===== src/rtl/fpu_sequencer_if.sv =====
// fpu_sequencer_if: start/operand handshake, core operand/result buses and completion status of the FPU sequencer.
interface fpu_sequencer_if;
    logic        fpu_en_pulse;
    logic [3:0]  fpu_ctrl;
    logic [31:0] fpu_rs1;
    logic [31:0] fpu_rs2;
    logic [31:0] op_a;
    logic [31:0] op_b;
    logic [31:0] fadd_y;
    logic [31:0] fmul_y;
    logic [31:0] fdiv_y;
    logic [31:0] fsqrt_y;
    logic [31:0] fcvtws_y;
    logic [31:0] fcvtsw_y;
    logic [31:0] fpu_result;
    logic        fpu_valid;
    logic        busy;
    logic        err;
    modport master (
        output fpu_en_pulse, fpu_ctrl, fpu_rs1, fpu_rs2,
        output fadd_y, fmul_y, fdiv_y, fsqrt_y, fcvtws_y, fcvtsw_y,
        input  op_a, op_b, fpu_result, fpu_valid, busy, err
    );
    modport slave (
        input  fpu_en_pulse, fpu_ctrl, fpu_rs1, fpu_rs2,
        input  fadd_y, fmul_y, fdiv_y, fsqrt_y, fcvtws_y, fcvtsw_y,
        output op_a, op_b, fpu_result, fpu_valid, busy, err
    );
endinterface


===== src/rtl/fpu_sequencer.sv =====
// fpu_sequencer: multi-cycle FPU controller; sequences fixed-latency external cores and evaluates sign-injection/compare ops locally.
module fpu_sequencer #(
    parameter int unsigned FADD_LAT  = 2,
    parameter int unsigned FMUL_LAT  = 2,
    parameter int unsigned FDIV_LAT  = 10,
    parameter int unsigned FSQRT_LAT = 8,
    parameter int unsigned FCVT_LAT  = 2
) (
    input logic        clk,
    input logic        rst,
    fpu_sequencer_if.slave f
);
    typedef enum logic [1:0] {IDLE, RUN, DONE} state_t;
    state_t      state, state_nx;
    logic [3:0]  op;
    logic [4:0]  cnt;
    logic [4:0]  lat_m1;
    logic        start;
    logic [31:0] opb_nx;
    logic [31:0] res_sel;
    logic        a_nan, b_nan, any_nan, both_zero, eq, lt;
    logic [31:0] a, b;

    assign start = f.fpu_en_pulse && state != RUN;

    always_ff @(posedge clk)
        if (rst) state <= IDLE;
        else     state <= state_nx;

    always_comb begin
        state_nx = state;
        case (state)
            IDLE:    state_nx = start ? RUN : IDLE;
            RUN:     state_nx = cnt == 5'd0 ? DONE : RUN;
            DONE:    state_nx = start ? RUN : IDLE;
            default: state_nx = IDLE;
        endcase
    end

    always_comb begin
        f.busy      = state == RUN;
        f.fpu_valid = state == DONE;
    end

    always_comb begin
        lat_m1 = f.fpu_ctrl <= 4'd1 ? 5'(FADD_LAT - 1) :
                 f.fpu_ctrl == 4'd2 ? 5'(FMUL_LAT - 1) :
                 f.fpu_ctrl == 4'd3 ? 5'(FDIV_LAT - 1) :
                 f.fpu_ctrl == 4'd4 ? 5'(FSQRT_LAT - 1) :
                 f.fpu_ctrl <= 4'd6 ? 5'(FCVT_LAT - 1) : 5'd0;
        opb_nx = f.fpu_ctrl == 4'd1 ? {~f.fpu_rs2[31], f.fpu_rs2[30:0]} :
                 (f.fpu_ctrl >= 4'd4 && f.fpu_ctrl <= 4'd6) ? 32'd0 : f.fpu_rs2;
    end

    // Sign-magnitude compare: -0 == +0, negative pairs reverse the magnitude order, NaN is unordered.
    always_comb begin
        a         = f.op_a;
        b         = f.op_b;
        a_nan     = a[30:23] == 8'hFF && a[22:0] != 23'd0;
        b_nan     = b[30:23] == 8'hFF && b[22:0] != 23'd0;
        any_nan   = a_nan || b_nan;
        both_zero = (a[30:0] | b[30:0]) == 31'd0;
        eq        = !any_nan && (a == b || both_zero);
        lt        = !any_nan && !both_zero &&
                    (a[31] != b[31] ? a[31] : a[31] ? a[30:0] > b[30:0] : a[30:0] < b[30:0]);
        res_sel   = 32'd0;
        case (op)
            4'd0, 4'd1: res_sel = f.fadd_y;
            4'd2:       res_sel = f.fmul_y;
            4'd3:       res_sel = f.fdiv_y;
            4'd4:       res_sel = f.fsqrt_y;
            4'd5:       res_sel = f.fcvtws_y;
            4'd6:       res_sel = f.fcvtsw_y;
            4'd7:       res_sel = {b[31], a[30:0]};
            4'd8:       res_sel = {~b[31], a[30:0]};
            4'd9:       res_sel = {a[31] ^ b[31], a[30:0]};
            4'd10:      res_sel = {31'd0, eq};
            4'd11:      res_sel = {31'd0, lt};
            4'd12:      res_sel = {31'd0, lt || eq};
            default:    res_sel = 32'd0;
        endcase
    end

    // Core outputs are only captured on the counter-zero cycle of RUN.
    always_ff @(posedge clk) begin
        if (rst) begin
            op           <= 4'd0;
            cnt          <= 5'd0;
            f.op_a       <= 32'd0;
            f.op_b       <= 32'd0;
            f.fpu_result <= 32'd0;
            f.err        <= 1'b0;
        end else begin
            f.err <= f.fpu_en_pulse && (state == RUN || f.fpu_ctrl >= 4'd13);
            if (start) begin
                op     <= f.fpu_ctrl;
                f.op_a <= f.fpu_rs1;
                f.op_b <= opb_nx;
                cnt    <= lat_m1;
            end else if (state == RUN) begin
                if (cnt != 5'd0) cnt <= cnt - 5'd1;
                else             f.fpu_result <= res_sel;
            end
        end
    end
endmodule

===== src/flat_wrapper.sv =====
// flat-port wrapper written by rule: the top's interface ports become plain ports
module fpu_sequencer_flat 
#(
    parameter int unsigned FADD_LAT  = 2,
    parameter int unsigned FMUL_LAT  = 2,
    parameter int unsigned FDIV_LAT  = 10,
    parameter int unsigned FSQRT_LAT = 8,
    parameter int unsigned FCVT_LAT  = 2
)
  (clk, rst, f_fpu_en_pulse, f_fpu_ctrl, f_fpu_rs1, f_fpu_rs2, f_fadd_y, f_fmul_y, f_fdiv_y, f_fsqrt_y, f_fcvtws_y, f_fcvtsw_y, f_op_a, f_op_b, f_fpu_result, f_fpu_valid, f_busy, f_err);
  fpu_sequencer_if f_i ();
  input logic clk;
  input logic rst;
  input wire logic [$bits(f_i.fpu_en_pulse)-1:0] f_fpu_en_pulse;
  input wire logic [$bits(f_i.fpu_ctrl)-1:0] f_fpu_ctrl;
  input wire logic [$bits(f_i.fpu_rs1)-1:0] f_fpu_rs1;
  input wire logic [$bits(f_i.fpu_rs2)-1:0] f_fpu_rs2;
  input wire logic [$bits(f_i.fadd_y)-1:0] f_fadd_y;
  input wire logic [$bits(f_i.fmul_y)-1:0] f_fmul_y;
  input wire logic [$bits(f_i.fdiv_y)-1:0] f_fdiv_y;
  input wire logic [$bits(f_i.fsqrt_y)-1:0] f_fsqrt_y;
  input wire logic [$bits(f_i.fcvtws_y)-1:0] f_fcvtws_y;
  input wire logic [$bits(f_i.fcvtsw_y)-1:0] f_fcvtsw_y;
  output wire logic [$bits(f_i.op_a)-1:0] f_op_a;
  output wire logic [$bits(f_i.op_b)-1:0] f_op_b;
  output wire logic [$bits(f_i.fpu_result)-1:0] f_fpu_result;
  output wire logic [$bits(f_i.fpu_valid)-1:0] f_fpu_valid;
  output wire logic [$bits(f_i.busy)-1:0] f_busy;
  output wire logic [$bits(f_i.err)-1:0] f_err;
  assign f_i.fpu_en_pulse = f_fpu_en_pulse;
  assign f_i.fpu_ctrl = f_fpu_ctrl;
  assign f_i.fpu_rs1 = f_fpu_rs1;
  assign f_i.fpu_rs2 = f_fpu_rs2;
  assign f_i.fadd_y = f_fadd_y;
  assign f_i.fmul_y = f_fmul_y;
  assign f_i.fdiv_y = f_fdiv_y;
  assign f_i.fsqrt_y = f_fsqrt_y;
  assign f_i.fcvtws_y = f_fcvtws_y;
  assign f_i.fcvtsw_y = f_fcvtsw_y;
  assign f_op_a = f_i.op_a;
  assign f_op_b = f_i.op_b;
  assign f_fpu_result = f_i.fpu_result;
  assign f_fpu_valid = f_i.fpu_valid;
  assign f_busy = f_i.busy;
  assign f_err = f_i.err;
  fpu_sequencer #(.FADD_LAT(FADD_LAT), .FMUL_LAT(FMUL_LAT), .FDIV_LAT(FDIV_LAT), .FSQRT_LAT(FSQRT_LAT), .FCVT_LAT(FCVT_LAT)) u_core (.clk(clk), .rst(rst), .f(f_i));
endmodule

===== config.mk =====
export PLATFORM = sky130hd
export DESIGN_NAME = fpu_sequencer_flat
export DESIGN_NICKNAME = d
export VERILOG_FILES = /design/src/rtl/fpu_sequencer_if.sv /design/src/rtl/fpu_sequencer.sv /design/src/flat_wrapper.sv
export SDC_FILE = /design/constraint.sdc
export NUM_CORES = 1
export LEC_CHECK = 0
export BUFFER_PORTS_ARGS = -buffer_cell sky130_fd_sc_hd__buf_2
export CAP_MARGIN = 10
export CELL_PAD_IN_SITES_DETAIL_PLACEMENT = 1
export CELL_PAD_IN_SITES_GLOBAL_PLACEMENT = 1
export CORE_ASPECT_RATIO = 2
export CORE_MARGIN = 2
export CORE_UTILIZATION = 33
export DETAILED_ROUTE_END_ITERATION = 16
export PLACE_DENSITY_LB_ADDON = 0.1
export SKIP_CTS_REPAIR_TIMING = 1
export SLEW_MARGIN = 20
export SYNTH_ARGS = -nofsm -noshare
export SYNTH_HDL_FRONTEND = slang
export SYNTH_SLANG_ARGS = --single-unit

===== constraint.sdc =====
create_clock -name clk -period 6.35 [get_ports clk]
set_input_delay 0.9525 -clock clk [delete_from_list [all_inputs] [get_ports clk]]
set_output_delay 0.9525 -clock clk [all_outputs]
set_load 0.02 [all_outputs]

==> results.ini, run 1 <==
[synthesis]
ys_seq_area_share_pct=33.4
netlist_top_cells_area=dfxtp_1 33%, ha_1 12%, a22oi_1 11%, a21oi_1 6.6%, a222oi_1 4.9%
netlist.area_leader.share_pct=33.4
ys_types=48
synth_edf_count=0
synth_flop_cell=dfxtp_1
syn_area_per_cell_um2=7.86
syn-instance-count=824
synth-seq-cells=108
synth_area_leader_cell=dfxtp_1
syn_area_um2=6470
yosysWarningCount=0
synth_fp_nets=1150
async_flop_share_pct=0

[clocking]
clk_latency_ns=0.36
numClockSinks=108
cts_inserted_buffers=9
cts_tree=built
path_clk_slew_ns=0.08
htree_levels=3
cts_buffer_depth=2
root_buffer=clkbuf_16

[cells_and_area]
syn_to_final_growth_pct=36.6
drive_above_1_share_pct=34.8
final_cells=1422
nFillCells=2551
nets=1474

[route]
drt_iter0_markers=391
drt_first_pass_iters=6
wl_per_cell_um=21.4
wl_um=30400
vias=7735
routed_via_density=5.44
ant_nets=0
route.detailed.drc=0

[placed_design]
place_hpwl_um=23900
place.port_buffers=361
gp_congestion=0.879
dp.cells=1396

[die]
die_h_um=202
start_util_pct=33.6
die_width_um=103
rows=72
io_pins=362
fp.dieArea_um2=20800
core-area_um2=19300

[worst_setup_path]
critPathCaptureType=flop
cp_data_required_time_ns=6.65
cp.arrival_ns=3.27
cp-start-kind=flop
critPathKind=flop to flop
crit_fanout=6
critical_path_buf_inv_count=1
cp-startpoint=u_core.f.op_a[28]
cpLargestDelayFamily=simple AND/OR/NAND/NOR gates
r2r-start=u_core.f.op_a[28]
crit_slowest_cell=dfxtp_1
slowest_delay_ns=0.51
crit_path_cell_trace=inv_1 -> ha_1 -> nor4_1 -> nand4_1 -> or3_1 -> o21a_1 -> a2111oi_0 -> o21ai_0 -> o21ai_1

[timing]
fin_crit_ns=2.97
setup_viol=0
fmax_mhz=337
tns_ns=0
drv_slew=0
worst_slew_pin_slew_ns=0.824
skew_ns=0.00999
final.period_utilization_pct=46.7
hold_viol_final=0
rsz0062_at_grt=no
max_slew_margin_pct=43.6

[global_route]
grt_pass1_wl_um=44400
grt_overflow=0
grt_pass1_vias=8046
antenna_found_initial=10
grt_max_degree=65
grt_usage_pct=28.2

[pwr]
power.density_nw_per_um2=218
power_frac_comb_pct=28.4
pwr-share-clk_pct=30.9
seqPwrFrac_pct=40.8
p_leak_nw=4.05
switching_share_pct=35.1
p_int_mw=1.25
peakVddDrop_uv=120
power.net_switching_uw=677

[outcome]
status=complete, no violations

[run]
drv_cap=0

[hold_path]
min_from=u_core.f.fpu_result[4]
hp-class=flop to flop

[metrics by stage]
stage                     util (%)  worst slack, ns  power, mW  area, um2  hold slack, ns
after floorplan                  -             3.81       1.10       6470           0.457
after global placement        44.1             3.52       1.34       8510           0.462
after detailed placement      44.1             3.35       1.35       8510           0.470
after CTS                     45.7             3.34       1.94       8820           0.486
after global routing          45.9             3.12       2.02       8840           0.493
final                         45.9             3.38       1.93       8840           0.484
[cells in the mapped netlist (2+ instances only)]
cell and number:
a22oi_1 91, nand2_1 85, a211oi_1 4, nor3b_1 2, a31oi_1 32, nor2b_1 4
nor3_1 10, xor2_1 2, nor2_1 73, o211ai_1 2, nor4b_1 2, nor4_1 22
a21oi_1 85, buf_1 6, a2111oi_0 2, o21ai_0 7, nand2b_1 7, a221oi_1 4
nand3_1 6, xnor2_1 2, ha_1 63, clkbuf_1 52, a222oi_1 32, o31ai_1 4
nand4_1 14, dfxtp_1 108, a21boi_0 2, inv_1 81
[cell type report]
type / instances / area (um2) / share of cell area (%)
clock buffer: 9 / 225 / 2.55
inverter: 81 / 304 / 3.44
multi-input combinational: 576 / 3830 / 43.3
clock inverter: 7 / 83.8 / 0.948
timing repair buffer: 372 / 1890 / 21.4
antenna: 10 / 25.0 / 0.283
tap: 259 / 324 / 3.66
sequential: 108 / 2160 / 24.4
[cells in the final DEF (no fill, tap or decap), drive strengths merged, types with 14 or more instances in the layout]
| cell type | count |
|---|---|
| nand2 | 85 |
| a21oi | 86 |
| a31oi | 32 |
| nor4 | 22 |
| nand4 | 14 |
| a222oi | 32 |
| inv | 83 |
| buf | 372 |
| nor2 | 73 |
| dfxtp | 108 |
| a22oi | 91 |
| ha | 63 |
[logic make-up (layout without fill, tap and decap cells)]
logic type / Yosys count / after routing / share of synthesized area [%]
simple gates: 234 / 234 / 16.6
fa+ha+maj: 63 / 63 / 12.2
flops: 108 / 108 / 33.4
xor+xnor: 4 / 4 / 0.541
compound gates: 274 / 274 / 29.0
buf+inv: 140 / 469 / 8.14
mux: 1 / 1 / 0.155
other cells: 0 / 10 / 0
[power by group through the flow]
stage	registers [mW]	logic [mW]	clock network [mW]
2_1_floorplan	0.826	0.270	0
3_3_place_gp	0.800	0.540	0
3_5_place_dp	0.803	0.547	0
4_1_cts	0.787	0.551	0.607
5_1_grt	0.794	0.603	0.627
6_report	0.786	0.547	0.595
[per-layer routing]
metal	wire length, um	global-route usage, %
met1	11100	29.5
met2	16500	53.2
met3	1910	4.29
met4	917	12.0
met5	0	0
[tightest hold or removal path, cell delays in order (launching register included)]
cell and delay (ns):
dfxtp_1 0.33, a21oi_1 0.06, nor2_1 0.07
[sequential cells by signal, summed over array words and instances (netlist names)]
name,count
u_core.f.fpu_result,32
u_core.state,2
u_core.f.err,1
u_core.f.op_b,32
u_core.f.op_a,32
u_core.cnt,5
u_core.op,4
[path summary, 6_finish.rpt]
kind	to	slack, ns	cells past startpoint
setup / recovery	u_core.f.fpu_result[0]	3.38	9
hold / removal	u_core.f.fpu_result[4]	0.48	2
setup reg to reg	u_core.f.fpu_result[0]	3.38	9
hold reg to reg	u_core.f.fpu_result[4]	0.48	2
Note: power is estimated with default switching activity, not from simulation.
==> run 2, diff against run 1 <==
- ABC_AREA: default -> 1
- CORE_UTILIZATION: 33 -> 28
- clock period: 6.35 -> 2.5 ns (I/O delays scaled with it)
==> run 2 against run 1 <==
Against the previous run:
- clock power grew to 2.7 times the previous value
- non-clock buffer count is 12 higher
- synthesized area is 9.4% higher
- critical path depth is 6 higher
- synthesized cell count is 26% higher
- sequential share of layout area is 2.0 points lower
- final cell count is 21% higher
- utilization is 7.3 points lower
- sequential cell count stayed put
- first-iteration DRC count is 27% lower
- wire length is 14% higher
==> results.ini, run 2 <==
[outcome]
status=complete, no violations

[placed_design]
place.port_buffers=361
dp.cells=1698
gp_congestion=0.842
place_hpwl_um=28400

[route]
vias=8628
wl_um=34800
drt_iter0_markers=287
wl_per_cell_um=20.2
ant_nets=0
drt_first_pass_iters=4
routed_via_density=5.01
route.detailed.drc=0

[global_route]
antenna_found_initial=8
grt_max_degree=134
grt_overflow=0
grt_usage_pct=25.6
grt_pass1_wl_um=50800
grt_pass1_vias=8998

[cells_and_area]
reg.largest.list=u_core.f.fpu_result (32), u_core.f.op_a (32), u_core.f.op_b (32)
nFillCells=3334
most-common-layout-cells=361 x buf_2, 199 x nand2_1, 127 x inv_1, 125 x a21oi_1, 108 x dfxtp_1
syn_to_final_growth_pct=35.8
final_cells=1723
nets=1699
drive_above_1_share_pct=30.0
layout_commonest_cell=buf_2

[clocking]
path_clk_slew_ns=0.08
numClockSinks=108
htree_levels=3
cts_tree=built
clk_latency_ns=0.37
root_buffer=clkbuf_16
cts_buffer_depth=2
cts_inserted_buffers=9

[worst_setup_path]
slowest_delay_ns=0.40
r2r_slack_ns=0.32
cpLargestDelayFamily=simple AND/OR/NAND/NOR gates
cp.arrival_ns=2.48
cp-start-kind=flop
r2r_cells=15
critPathKind=flop to flop
crit_path_cell_trace=inv_1 -> ha_1 -> nor2_1 -> nand3_1 -> nor2_1 -> nand2_1 -> nor2_1 -> nor2_1 -> nand2_1 -> nand2_1 -> nand2_1 -> nand2_1 -> nand2_1 -> nand2_1 -> a21oi_1
cpMostUsedCell=nand2_1
r2r_end=u_core.f.fpu_result[0]
cp_data_required_time_ns=2.80
crit_fanout=4
critPathCaptureType=flop
crit_slowest_cell=dfxtp_1
r2r-start=u_core.f.op_a[30]
critical_path_buf_inv_count=1

[die]
start_util_pct=28.4
rows=82
die_width_um=116
core-area_um2=24900
die_h_um=229
io_pins=362
fp.dieArea_um2=26700

[timing]
setup_viol=0
final.period_utilization_pct=87.3
tns_ns=0
whs_ns=0.271
hold_viol_final=0
fin_crit_ns=2.18
drv_slew=0
worst_slew_pin_slew_ns=0.918
rsz0062_at_grt=no
skew_ns=0.0114
fmax_mhz=458
max_slew_margin_pct=38.6

[synthesis]
async_flop_share_pct=0
synth_most_common_cell=nand2_1
synth_area_leader_cell=dfxtp_1
synth_flop_cell=dfxtp_1
synth-seq-cells=108
netlist_top_cells_area=dfxtp_1 31%, ha_1 11%, nand2_1 11%, a21oi_1 8.9%, inv_1 6.7%
synth_common_cells=199 x nand2_1, 127 x inv_1, 126 x a21oi_1
ys_types=35
netlist.area_leader.share_pct=30.5
syn-instance-count=1040
synth_edf_count=0
yosysWarningCount=0
syn_area_um2=7080
syn_area_per_cell_um2=6.81
synth_fp_nets=1366
ys_seq_area_share_pct=30.5

[pwr]
p_leak_nw=4.59
power.density_nw_per_um2=613
peakVddDrop_uv=385
total_power_mw=5.90

[hold_path]
hold_depth=3
hold_end=u_core.f.err
hp-class=input port to flop
min_from=f_fpu_en_pulse

[run]
drv_cap=0

-- run 2: cell count changes in the layout (fill, tap and decap cells not counted), sizes merged, moves of 19 or more --
cell    previous run  this run
nand3              6        62
o21ai              8        64
nor4              22         2
o211ai             2        21
inv               83       135
a211oi             4        33
nand2             85       199
a222oi            32         0
a22oi             91         1
a21oi             86       126
nand4             14        37
a31oi             32         2
-- run 2: how the worst max path moves through the flow --
stage | startpoint | slack (ns) | endpoint | cells past startpoint
finish | u_core.f.op_a[30] | 0.32 | u_core.f.fpu_result[0] | 15
global route | u_core.f.op_a[30] | 0.07 | u_core.f.fpu_result[0] | 15
global placement | u_core.f.op_a[21] | 0.36 | u_core.f.fpu_result[0] | 15
CTS | u_core.f.op_a[30] | 0.29 | u_core.f.fpu_result[0] | 15
floorplan | u_core.f.op_b[30] | 0.60 | u_core.f.fpu_result[0] | 15
detailed placement | u_core.f.op_a[30] | 0.30 | u_core.f.fpu_result[0] | 15
-- run 2: cells by family after synthesis --
logic type | synth area share, %
DFF | 30.5
buffers and inverters | 10.8
and+or+nand+nor | 23.5
xor gates and xnor gates | 0.247
AOI/OAI and AO/OA | 23.8
adders and majority gates | 11.1
-- run 2: report_power, final --
| group | total, mW | switching (mW) | internal (mW) | leakage, nW |
|---|---|---|---|---|
| clock network | 1.61 | 0.703 | 0.907 | 0.153 |
| logic | 2.26 | 1.47 | 0.785 | 3.54 |
| registers | 2.03 | 0.130 | 1.90 | 0.889 |
-- run 2: per-layer routing --
metal,vias up,wire (um),GRT usage [%]
met5,-,0,0
met4,0,1220,11.9
met3,54,1880,3.98
met2,268,19100,48.5
met1,4101,12600,26.4
li1,4205,-,-
-- run 2: area by class of cell --
type | count | area (um2) | area share (%)
multi-input combinational | 735 | 4180 | 43.4
clock buffer | 12 | 246 | 2.56
sequential | 108 | 2160 | 22.5
antenna | 9 | 22.5 | 0.234
clock inverter | 4 | 72.6 | 0.755
inverter | 135 | 509 | 5.30
timing repair buffer | 384 | 2000 | 20.8
tap | 336 | 420 | 4.37
-- run 2: worst reg2reg max path, stage by stage (launching register included) --
cell     delay, ns
dfxtp_1       0.40
inv_1         0.13
ha_1          0.31
nor2_1        0.19
nand3_1       0.17
nor2_1        0.14
nand2_1       0.10
nor2_1        0.13
nor2_1        0.06
nand2_1       0.10
nand2_1       0.06
nand2_1       0.05
nand2_1       0.07
nand2_1       0.06
nand2_1       0.04
a21oi_1       0.12
-- run 2: stage by stage --
step / cell area [um2] / setup slack, ns / util, %
detailed placement: 9270 / 0.301 / 37.2
global placement: 9270 / 0.365 / 37.2
finish: 9620 / 0.317 / 38.6
CTS: 9590 / 0.294 / 38.5
floorplan: 7080 / 0.603 / -
global route: 9620 / 0.0733 / 38.6
